## config.mk

```make
export PLATFORM = sky130hd
export DESIGN_NAME = register_file_2p
export DESIGN_NICKNAME = d
export VERILOG_FILES = /design/src/rtl/register_file_2p.sv
export SDC_FILE = /design/constraint.sdc
export NUM_CORES = 1
export LEC_CHECK = 0
export BUFFER_PORTS_ARGS = -buffer_cell sky130_fd_sc_hd__buf_2
export CAP_MARGIN = 20
export CORE_MARGIN = 4
export CORE_UTILIZATION = 50
export DETAILED_ROUTE_END_ITERATION = 6
export GPL_ROUTABILITY_DRIVEN = 0
export GPL_TIMING_DRIVEN = 0
export PLACE_DENSITY = 0.72
export SYNTH_ARGS = -nofsm -noshare
export SYNTH_HDL_FRONTEND = slang
export SYNTH_SLANG_ARGS = --single-unit
export TNS_END_PERCENT = 10
```

## constraint.sdc

```tcl
create_clock -name clk -period 3.06 [get_ports clk]
set_clock_uncertainty 0.05 [all_clocks]
set_input_delay 0 -clock clk [delete_from_list [all_inputs] [get_ports clk]]
set_output_delay 0 -clock clk [all_outputs]
set_load 0.02 [all_outputs]
```

## src/rtl/register_file_2p.sv

```systemverilog
// Two-port general-purpose register file: one write port (load/copy/inc/dec) and one
// registered read port sharing src_reg, with optional hardwired-zero register 0.
module register_file_2p #(
  parameter int WIDTH    = 8,
  parameter int ADDR_W   = 3,
  parameter bit ZERO_REG = 1'b1,
  parameter bit BYPASS   = 1'b1
) (
  input  logic              clk,
  input  logic              rst_n,
  input  logic              write_enable,
  input  logic [1:0]        wr_mode,
  input  logic [ADDR_W-1:0] dst_reg,
  input  logic [ADDR_W-1:0] src_reg,
  input  logic [WIDTH-1:0]  input_bus,
  input  logic              read_enable,
  output logic [WIDTH-1:0]  output_bus,
  output logic              output_valid,
  output logic              flag_zero,
  output logic              flag_carry,
  output logic [WIDTH-1:0]  r1,
  output logic [WIDTH-1:0]  r2
);

  localparam int DEPTH = 1 << ADDR_W;

  typedef enum logic [1:0] {
    MODE_LOAD = 2'b00,
    MODE_COPY = 2'b01,
    MODE_INC  = 2'b10,
    MODE_DEC  = 2'b11
  } wr_mode_t;

  logic [WIDTH-1:0] regs [DEPTH];

  logic [WIDTH-1:0] src_val;
  logic [WIDTH-1:0] dst_val;
  logic [WIDTH-1:0] result;
  logic             carry;
  logic             commit;
  logic [WIDTH-1:0] rd_val;

  // Register 0 is masked on both read paths so copies and inc/dec see 0.
  always_comb begin
    src_val = regs[src_reg];
    dst_val = regs[dst_reg];
    if (ZERO_REG && (src_reg == '0)) src_val = '0;
    if (ZERO_REG && (dst_reg == '0)) dst_val = '0;
  end

  always_comb begin
    result = input_bus;
    carry  = 1'b0;
    case (wr_mode_t'(wr_mode))
      MODE_LOAD: result = input_bus;
      MODE_COPY: result = src_val;
      MODE_INC: begin
        result = dst_val + WIDTH'(1);
        carry  = (dst_val == '1);
      end
      MODE_DEC: begin
        result = dst_val - WIDTH'(1);
        carry  = (dst_val == '0);
      end
      default: result = input_bus;
    endcase
  end

  always_comb begin
    commit = write_enable && !(ZERO_REG && (dst_reg == '0));
    rd_val = src_val;
    if (BYPASS && commit && (dst_reg == src_reg)) rd_val = result;
  end

  always_ff @(posedge clk or negedge rst_n) begin
    if (!rst_n) begin
      for (int i = 0; i < DEPTH; i++) regs[i] <= '0;
      flag_zero  <= 1'b0;
      flag_carry <= 1'b0;
    end else if (commit) begin
      regs[dst_reg] <= result;
      flag_zero     <= (result == '0);
      flag_carry    <= carry;
    end
  end

  always_ff @(posedge clk or negedge rst_n) begin
    if (!rst_n) begin
      output_bus   <= '0;
      output_valid <= 1'b0;
    end else begin
      output_valid <= read_enable;
      if (read_enable) output_bus <= rd_val;
    end
  end

  assign r1 = regs[1];
  assign r2 = regs[2];

endmodule

```

; Yosys cells after proc, flatten, opt, wreduce, memory -nomap -nowiden
; Index checks and enable logic that the tools add are counted.
[word_totals]
ff_bits = 75
latchBits = 0
mem_bits_rw = 0
rom_bits = 0
out_inout_bits = 27
elab_cells = 47
n_memories = 0
[classes]
n_addsub = 2
multipliers = 0
div = 0
n_lt_le_gt_ge = 3
eq_ne = 5
n_shift = 0
mux = 14
bitwise = 2
n_reduce_logical = 9
[ops]
columns = cell, n
row1 = bitwise mux 64 bit, 1
row2 = 2-to-1 mux 8 bit, 8
row3 = binary-select mux 8 bit (select 3 bit), 2
row4 = case mux 8 bit (4 select lines), 1
row5 = demux 8 bit (select 3 bit), 1
row6 = zero test 8 bit, 2
row7 = "adder 8 x 1 -> 8 bit, second input constant", 1
row8 = "equality test 8 bit, second input constant", 1
row9 = "greater-or-equal comparator 4 bit, second input constant", 2
row10 = inverter 3 -> 4 bit, 2
row11 = "subtractor 8 x 1 -> 8 bit, second input constant", 1
row12 = zero test 3 bit, 2
row13 = "equality test 2 bit, second input constant", 2
row14 = "less-than comparator 4 x 1 -> 1 bit, second input constant", 1
row15 = equality test 3 bit, 1
row16 = logical AND 1 bit, 3
row17 = "equality test 2 x 1 -> 1 bit, second input constant", 1
row18 = zero test 2 bit, 1
row19 = case mux 1 bit (2 select lines), 1
row20 = zero test 1 bit, 1

; Logic depth before layout (Yosys ltp)
[logic_depth]
ltp_word = 8
ltp_mapped = 14
ltp_nobuf = 12

; Worst setup path before layout
; No wires, ideal clock.
[synth_timing]
path_kind = input port to flip-flop
from = input port dst_reg[2]
to = register flag_zero
arrival_ps = 3001
t_required_ps = 2918
path_slack_ps = -83
path_stages = 13
path_buffers = 3
path_cell_list = buf_2 -> buf_2 -> clkbuf_1 -> mux4_2 -> o21ai_0 -> inv_1 -> ha_1 -> and3_1 -> a32oi_2 -> nand3_1 -> a2111o_1 -> and4_4 -> o31ai_2
[synth_between]
elab_chain_len = 8
elab_cells_between_ends = 12
[synth_lines]
columns = item, line
row1 = "start, declared", 13  ; input logic [ADDR_W-1:0] dst_reg,
row2 = inverter 3 -> 4 bit (implied by the code), 46  ; dst_val = regs[dst_reg];
row3 = binary-select mux 8 bit (select 3 bit), 46
row4 = 2-to-1 mux 8 bit (implied by the code) (2 in a row), 46
row5 = 2-to-1 mux 8 bit, 48  ; if (ZERO_REG && (dst_reg == '0)) dst_val = '0;
row6 = subtractor 8 x 1 -> 8 bit / adder 8 x 1 -> 8 bit (equally long branches), "62, 58"
row7 = case mux 8 bit (4 select lines), 54  ; case (wr_mode_t'(wr_mode))
row8 = zero test 8 bit, 82  ; flag_zero <= (result == '0);
row9 = "end signal, assigned", 82
row10 = "end, declared", 19  ; output logic flag_zero,
; Parallel ways exist; a longest one is shown, timed or not. The select of a mux whose other input is x is not followed.
; A chain may end at the register's enable or synchronous reset.

; Worst setup path after layout
[layout_timing]
from = register regs[12] in the netlist's numbering
to = register regs[15] in the netlist's numbering
[layout_between]
elab_chain_len = 7
elab_cells_between_ends = 8
[layout_lines]
columns = item, line
row1 = "start, declared", 34  ; logic [WIDTH-1:0] regs [DEPTH];
row2 = "start signal, assigned by index", 81  ; regs[dst_reg] <= result;
row3 = binary-select mux 8 bit (select 3 bit) *, 46
row4 = 2-to-1 mux 8 bit (implied by the code) * (2 in a row), 46
row5 = 2-to-1 mux 8 bit *, 48
row6 = subtractor 8 x 1 -> 8 bit / adder 8 x 1 -> 8 bit (equally long branches), "62, 58"
row7 = case mux 8 bit (4 select lines) *, 54
row8 = bitwise mux 64 bit *, 81
; Mark *: on every way between the ends. The rest lies on a longest branch, timed or not. The select of a mux whose other input is x is not followed.

==> impl_metrics.yaml <==
yosys:
  netlist_area_um2: 4460
  synthTopCellsByArea: "dfrtp_1, o21ai_0, mux4_2, nand2_1, mux2_2"
  yosysSeqAreaShare: 0.399
  synth_top_flop_cell: "dfrtp_1"
  synth_nets: 494
  synth-edff-count: 0
  synthArstFlopShare: 1.00
  synth.top_cell.area_share: 0.399
  ys_ff_latch: 71
  syn_inst: 467
  avgSynthCellArea_um2: 9.54
  synth_top_cell_by_area: "dfrtp_1"
  synth.most_common_cell: "nand2_1"
  netlist-cell-type-count: 61
  synthTopCellsByCount: "nand2_1, dfrtp_1, o21ai_0"
  synth_warnings: 0
finish:
  final_nets: 564
  drive_above_1_share: 0.323
  fin_area_um2: 5340
  num_antenna_cells: 0
  area_delta_synth_final_pct: 19.7
critical_path:
  max_stage_delay_ns: 0.45
  path_delay_family: "compound AO/OA/AOI/OAI gates"
  cp_slowest_cell: "a2111o_1"
  crit_buf_inv: 2
  worstSetupEndpointType: "register"
  path_class: "reg2reg"
  crit_fanout: 7
  critPathLaunchType: "register"
  crit_required_ns: 3.24
  cp_cell_sequence: "mux2_4 -> a221o_1 -> o21ai_4 -> inv_2 -> ha_4 -> and3_4 -> and3_4 -> a32oi_2 -> nand3_2 -> a2111o_1 -> nand4_1 -> buf_6 -> o21ai_1"
  r2r_setup_slack_ns: -0.06
  path_common_cell: "and3_4"
  crit_arrival_ns: 3.30
sta:
  rsz0062_at_grt: "true"
  hold_viol: 0
  drv_slew: 0
  finalWorstSetupSlack_ns: -0.0649
  whs_ns: 0.0986
  timing.final.crit_share: 1.02
  slew_headroom: 0.330
  clock.fmax_mhz: 320
  fin_crit_ns: 3.12
  tightestPinTransition_ns: 0.996
  setup-violations-final: 9
pwr:
  p_per_area_nw_per_um2: 668
  finalPower_mw: 3.56
  leakagePower_nw: 2.40
  ir_drop_v: 0.000227
floorplan:
  die_h_um: 102
  ios: 47
  rows: 34
  fp.dieW_um: 102
  coreArea_um2: 8680
  die-area_um2: 10500
  initial_core_util: 0.514
grt:
  grt_pass1_vias: 4036
  grt_pass1_wl_um: 21500
  busiest_layer: "met2"
  grt_use_met2: 0.431
  antenna_found_initial: 0
  grt_max_degree: 72
  grt_overflow: 0
  groute.usage.overall: 0.272
  use_met1: 0.362
  grt.met3_usage: 0.0621
run_status:
  violations: "setup timing"
  status: "finished, violations left"
placed_design:
  placed_area_um2: 4810
  dp_hpwl_um: 9180
  numPortBuffers: 41
drt:
  antenna_left: 0
  wl_per_cell_um: 20.9
  drc: 0
  drtIter0Drc: 445
  routed_wl_um: 13600
  first_pass_iters: 5
  vias: 4066
  viasPerCell: 6.26
cts:
  cts_sinks: 71
  cts_root_buf: "clkbuf_8"
  cts_inserted_buffers: 9
  htree_levels: 3
  path_clk_slew_ns: 0.09
  cts_buffer_depth: 2
  clock_latency_ns: 0.35
  cts_tree: "yes"
worst_hold_path:
  hold_class: "in2reg"
run:
  cap_violations: 0
-- layout make-up --
class,count,area [um2]
repair buffers,59,352
fillers,773,3340
inverters,16,60.1
plain buffers,47,285
flip-flops and latches,71,1780
multi-input cells,333,2510
clock inverters,6,85.1
clock buffers,10,128
well taps,108,135
-- state kept, by name, indices dropped and copies added (netlist names) --
register / flops
regs: 44
flag_carry: 1
r2: 8
output_valid: 1
flag_zero: 1
r1: 8
output_bus: 8
-- stage by stage --
step / util / instances / TNS [ns] / setup WS [ns]
2_1_floorplan: - / 467 / 0 / 0.00673
3_3_place_gp: 0.554 / 616 / -8.34 / -0.517
3_5_place_dp: 0.554 / 616 / -10.06 / -0.596
4_1_cts: 0.597 / 642 / -0.385 / -0.0961
5_1_grt: 0.615 / 650 / -1.38 / -0.152
6_report: 0.615 / 650 / -0.458 / -0.0649
-- timing repair --
action                                  in CTS  in global routing
endpoints found under the setup margin      26                 21
pin swaps                                    6                 18
gates resized for setup                     11                 32
buffers inserted                             8                  8
hold endpoints to repair                    73                  0
hold buffers                                 2                  0
-- worst paths after layout --
path / depth (start not counted) / from / to
max: 13 / regs[12]$_DFFE_PN0P_ / regs[15]$_DFFE_PN0P_
min: 5 / input_bus[7] / output_bus[7]$_DFFE_PN0P_
max reg2reg: 13 / regs[12]$_DFFE_PN0P_ / regs[15]$_DFFE_PN0P_
min reg2reg: 1 / regs[63]$_DFFE_PN0P_ / regs[63]$_DFFE_PN0P_
max in group asynchronous: 2 / rst_n / r2[2]$_DFFE_PN0P_
min in group asynchronous: 2 / rst_n / output_valid$_DFF_PN0_
-- cells in the final DEF, fill, tap and decap left out, drive strengths merged, types with 8 or more instances in the layout --
master	count
a21oi	22
a221o	8
buf	87
clkbuf	27
dfrtp	71
inv	14
mux2	20
mux2i	9
mux4	15
nand2	76
nand3	9
nor2	8
nor2b	9
o21ai	76
-- tightest hold or removal path: cells and delay by family --
kind            cells  cell delay [ns]
compound gates      3             0.32
buf+inv             1             0.08
mux                 1             0.06
-- per-layer routing --
metal | part of all wire | vias up
met2 | 0.47 | 235
met4 | 0.032 | 0
li1 | - | 1816
met5 | 0 | -
met3 | 0.090 | 39
met1 | 0.40 | 1976
-- power breakdown --
part           switching, mW  internal [mW]  total, mW
Sequential             0.188           1.16       1.35
Clock                  0.384          0.457      0.841
Combinational          0.734          0.642       1.38
-- cell families (layout without fill, tap and decap cells) --
family | Yosys count | count (layout) | synth area share
muxes | 44 | 44 | 0.147
xor gates and xnor gates | 5 | 5 | 0.00983
adders and majority gates | 7 | 7 | 0.0213
buffers and inverters | 63 | 138 | 0.0772
DFF | 71 | 71 | 0.399
AOI/OAI and AO/OA | 143 | 143 | 0.206
and+or+nand+nor | 134 | 134 | 0.140
(Power assumes the default switching activity.)
